File: config.mk
export PLATFORM = sky130hd
export DESIGN_NAME = controller
export DESIGN_NICKNAME = d
export VERILOG_FILES = /design/src/rtl/controller.sv
export SDC_FILE = /design/constraint.sdc
export NUM_CORES = 1
export LEC_CHECK = 0
export CAP_MARGIN = 20
export CORE_MARGIN = 3
export CORE_UTILIZATION = 39
export CTS_CLUSTER_DIAMETER = 100
export DETAILED_ROUTE_END_ITERATION = 16
export PLACE_DENSITY = 0.84
export REMOVE_ABC_BUFFERS = 1
export SLEW_MARGIN = 0
export SYNTH_ARGS = -nofsm -noshare
export SYNTH_HDL_FRONTEND = slang
export SYNTH_SLANG_ARGS = --single-unit
File: constraint.sdc
create_clock -name clk -period 6.6 [get_ports clk]
set_input_delay 1.32 -clock clk [delete_from_list [all_inputs] [get_ports clk]]
set_output_delay 1.32 -clock clk [all_outputs]
set_load 0.01 [all_outputs]
File: src/rtl/controller.sv
// MIPS instruction decoder: combinational class/GRF-write-address decode plus a
// registered copy with stall/flush. Define CP0_EN to decode mfc0/mtc0/eret.
module controller #(
   parameter logic [4:0]  RA_REG  = 5'd31,
   parameter logic [11:0] NOP_CLS = 12'h000
) (
   input  logic        clk,
   input  logic        reset,
   input  logic [31:0] instr,
   input  logic        stall,
   input  logic        flush,
   output logic        ifBranch,
   output logic        ifJump,
   output logic [11:0] cls,
   output logic [4:0]  grfWa,
   output logic [11:0] cls_q,
   output logic [4:0]  grfWa_q
);

   localparam int BRANCH = 0;
   localparam int JUMP   = 1;
   localparam int LOAD   = 2;
   localparam int STORE  = 3;
   localparam int CALR   = 4;
   localparam int CALI   = 5;
   localparam int MD     = 6;
   localparam int MF     = 7;
   localparam int MT     = 8;
   localparam int MFC0   = 9;
   localparam int MTC0   = 10;
   localparam int RI     = 11;

   logic [5:0] op;
   logic [5:0] fn;
   logic [4:0] rs;
   logic [4:0] rt;
   logic [4:0] rd;

   assign op = instr[31:26];
   assign fn = instr[5:0];
   assign rs = instr[25:21];
   assign rt = instr[20:16];
   assign rd = instr[15:11];

   // Anything not explicitly matched lands in the reserved-instruction class
   always_comb begin
      cls   = '0;
      grfWa = '0;
      case (op)
         6'h00: begin
            case (fn)
               6'h00, 6'h02, 6'h03, 6'h04, 6'h06, 6'h07,
               6'h20, 6'h21, 6'h22, 6'h23, 6'h24, 6'h25,
               6'h26, 6'h27, 6'h2A, 6'h2B: begin
                  cls[CALR] = 1'b1;
                  grfWa     = rd;
               end
               6'h08: cls[JUMP] = 1'b1;
               6'h09: begin
                  cls[JUMP] = 1'b1;
                  grfWa     = rd;
               end
               6'h10, 6'h12: begin
                  cls[MF] = 1'b1;
                  grfWa   = rd;
               end
               6'h11, 6'h13: cls[MT] = 1'b1;
               6'h18, 6'h19, 6'h1A, 6'h1B: cls[MD] = 1'b1;
               default: cls[RI] = 1'b1;
            endcase
         end
         6'h01: begin
            if (rt == 5'd0 || rt == 5'd1)
               cls[BRANCH] = 1'b1;
            else
               cls[RI] = 1'b1;
         end
         6'h02: cls[JUMP] = 1'b1;
         6'h03: begin
            cls[JUMP] = 1'b1;
            grfWa     = RA_REG;
         end
         6'h04, 6'h05, 6'h06, 6'h07: cls[BRANCH] = 1'b1;
         6'h08, 6'h09, 6'h0A, 6'h0B, 6'h0C, 6'h0D, 6'h0E, 6'h0F: begin
            cls[CALI] = 1'b1;
            grfWa     = rt;
         end
         6'h20, 6'h21, 6'h23, 6'h24, 6'h25: begin
            cls[LOAD] = 1'b1;
            grfWa     = rt;
         end
         6'h28, 6'h29, 6'h2B: cls[STORE] = 1'b1;
`ifdef CP0_EN
         6'h10: begin
            if (instr == 32'h42000018)
               cls[MTC0] = 1'b1;
            else if (rs == 5'd0) begin
               cls[MFC0] = 1'b1;
               grfWa     = rt;
            end
            else if (rs == 5'd4)
               cls[MTC0] = 1'b1;
            else
               cls[RI] = 1'b1;
         end
`endif
         default: cls[RI] = 1'b1;
      endcase
   end

   assign ifBranch = cls[BRANCH];
   assign ifJump   = cls[JUMP];

   // Flush inserts a bubble even when the stage is also stalled
   always_ff @(posedge clk or posedge reset) begin
      if (reset) begin
         cls_q   <= NOP_CLS;
         grfWa_q <= '0;
      end
      else if (flush) begin
         cls_q   <= NOP_CLS;
         grfWa_q <= '0;
      end
      else if (!stall) begin
         cls_q   <= cls;
         grfWa_q <= grfWa;
      end
   end

endmodule

==> out/qor.yml <==
status: "completed"
synth-seq-area-share_pct: 33.7
synth-compound-area-share_pct: 26.4
ios: 72
die_y_um: 59.5
crit_buf_inv: 2
wl_per_cell_um: 15.9
slowest_stage: "clkdlybuf4s50_1"
critPathKind: "input pin to primary output"
dr.first_iter.drc_count: 45
synth_top_family_by_area: "simple AND/OR/NAND/NOR gates"
fillers: 212
finalHoldViolations: 0
synth_fa_ha_area_share_pct: 0
netlist_instances: 133
dp_hpwl_um: 2680
max_slew.worst_pin.slew_ns: 0.676
cp_top_family: "buffers and inverters"
insertion_delay_ns: 0.28
ant_nets: 0
track_usage_pct: 20.6
setup_viol: 0
firstDrtPassIters: 4
drv_cap: 0
grt_pass1_wl_um: 5660
fmax_mhz: 199
yosys.area_share.simple_pct: 29.1
ys_ff_latch: 15
rows: 18
cts_made_buffers: 3
seq_area_um2: 375
n_antenna_cell: 0
antenna_found_initial: 0
rsz0062_at_grt: "no"
htreeDepth: 1
area_delta_synth_final_pct: 50.5
grt.overflow.total: 0
grt_pass1_vias: 1190
cp_data_required_time_ns: 5.28
post_cts_buffers: 0
wl_um: 3390
yosys-top-cells-area: "dfrtp_1 (34%), a31oi_1 (4.5%), buf_4 (4.0%)"
cts.clk_slew.worst_paths_ns: 0.09
crit_path_cell_trace: "clkdlybuf4s50_1, nand4bb_1, a211oi_1, o211ai_1, nand3_1, clkdlybuf4s50_1"
muxShareOfSynthArea_pct: 1.80
met1_length_um: 1400
cts_tree: "yes"
hold_buffers: 0
start_util_pct: 43.0
async_flop_share_pct: 100
finalWorstPathRequiredPeriod_ns: 5.03
peakVddDrop_uv: 99.3
p_leak_nw: 0.651
worstPathArrival_ns: 3.71
gp_congestion: 0.921
critPathMaxStageDelay_ns: 0.78
hold_class: "flop to flop"
yosysTopAreaCellShare_pct: 33.7
fin_ws_ns: 1.57
finish.utilization_pct: 64.8
multi_input_area_um2: 653
clkSinkCount: 15
cts.repair.resized: 0
powerDensity_nw_per_um2: 128
met3WireLength_um: 188
cp-end-kind: "primary output"
core_area_um2: 2590
drive_above_1_share_pct: 4.92
synth_flop_cell: "dfrtp_1"
drv_slew: 0
vias: 1229
post-route-drc-count: 0
pre_cts_ws_ns: 1.60
die-area_um2: 3540
highest_layer: "met4"
start_kind: "input pin"
slew_headroom_pct: 54.9
synth_cell_type_count: 44
routed_via_density: 5.77
crit_fanout: 16
synth.avg_cell_area_um2: 8.38
synth_area_um2: 1110
ys_warn_count: 0
synth_edf_count: 0
whs_ns: 0.525
cp_common_cell: "clkdlybuf4s50_1"
synth_top_area_cell: "dfrtp_1"
period_share_pct: 76.2
finalNetCount: 220
synthXorXnorAreaFrac_pct: 0
grt_max_degree: 17
tns_ns: 0
root_buffer: "clkbuf_4"
die_x_um: 59.5
wl_met2_um: 1760
clockBufferDepth: 2
clock_skew_ns: 0
portBuffers: 57
-- path summary, 6_finish.rpt --
path,from,slack [ns],cells after the start,end
min,cls_q[6],0.52,2,cls_q[6]
min reg2reg,cls_q[6],0.52,2,cls_q[6]
max in group asynchronous,reset,4.80,2,cls_q[3]
min in group asynchronous,reset,1.40,2,cls_q[2]
max,instr[3],1.57,6,grfWa[4]
max reg2reg,cls_q[11],5.81,2,cls_q[11]
-- per-stage QoR --
step                area (um^2)  total power, mW  instances
floorplan                  1040            0.120        122
global placement           1650            0.159        209
detailed placement         1650            0.160        209
CTS                        1680            0.216        213
global route               1680            0.226        213
finish                     1680            0.215        213
-- where the power goes --
part | switching (mW) | leakage [nW] | internal [mW]
registers | 0.00142 | 0.205 | 0.0945
logic | 0.0313 | 0.431 | 0.0317
clock network | 0.0326 | 0.0150 | 0.0235
total | 0.0653 | 0.651 | 0.150
-- tightest hold or removal path, delay by kind of cell, from the launching register on --
kind            cells  cell delay (ns)
flops               1             0.38
simple gates        1             0.06
compound gates      1             0.05
-- sequential cells by signal (all words and copies together) (netlist names) --
name	count
cls_q	10
grfWa_q	5
-- layout make-up --
type / instances / share of cell area (%)
multi-input cells: 103 / 38.9
repair buffers: 57 / 34.0
flip-flops and latches: 15 / 22.4
well taps: 30 / 2.24
clock buffers: 4 / 1.57
inverters: 4 / 0.895
-- metal layers --
metal | vias up | GRT usage [%]
met2 | 50 | 33.2
met3 | 4 | 1.96
met4 | 0 | 6.80
li1 | 593 | -
met5 | - | 0
met1 | 582 | 28.7
-- kinds of logic after synthesis --
kind of cell | after synthesis
simple gates | 53
other cells | 1
buf+inv | 18
flops | 15
compound gates | 44
mux | 2
-- synthesized netlist by cell type, types with 2 or more instances --
cell type and n:
o21ai_0 6, o21bai_1 6, a31oi_1 8, o211ai_1 5, o21ai_1 2, clkbuf_1 7
nor2_1 12, dfrtp_1 15, buf_4 6, nand2b_1 2, a211oi_1 2, or4_4 2
inv_1 4, nor3_1 3, nand2_1 9, nand3_1 7, mux2i_1 2, a21oi_1 7
or3_1 3
-- layout by cell type, fill, tap and decap left out, types with 2 or more instances in the layout --
cell | netlist | layout
o21ai_1 | 2 | 2
clkdlybuf4s50_1 | 0 | 57
or4_4 | 2 | 2
or3_1 | 3 | 3
nor3_1 | 3 | 3
inv_1 | 4 | 4
mux2i_1 | 2 | 2
nand3_1 | 7 | 7
nand2b_1 | 2 | 2
a31oi_1 | 8 | 8
conb_1 | 1 | 4
dfrtp_1 | 15 | 15
nor2_1 | 12 | 12
a211oi_1 | 2 | 2
clkbuf_4 | 0 | 3
o21bai_1 | 6 | 6
a21oi_1 | 7 | 7
o211ai_1 | 5 | 5
o21ai_0 | 6 | 6
nand2_1 | 9 | 9
Power figures use the tool's default switching activity.
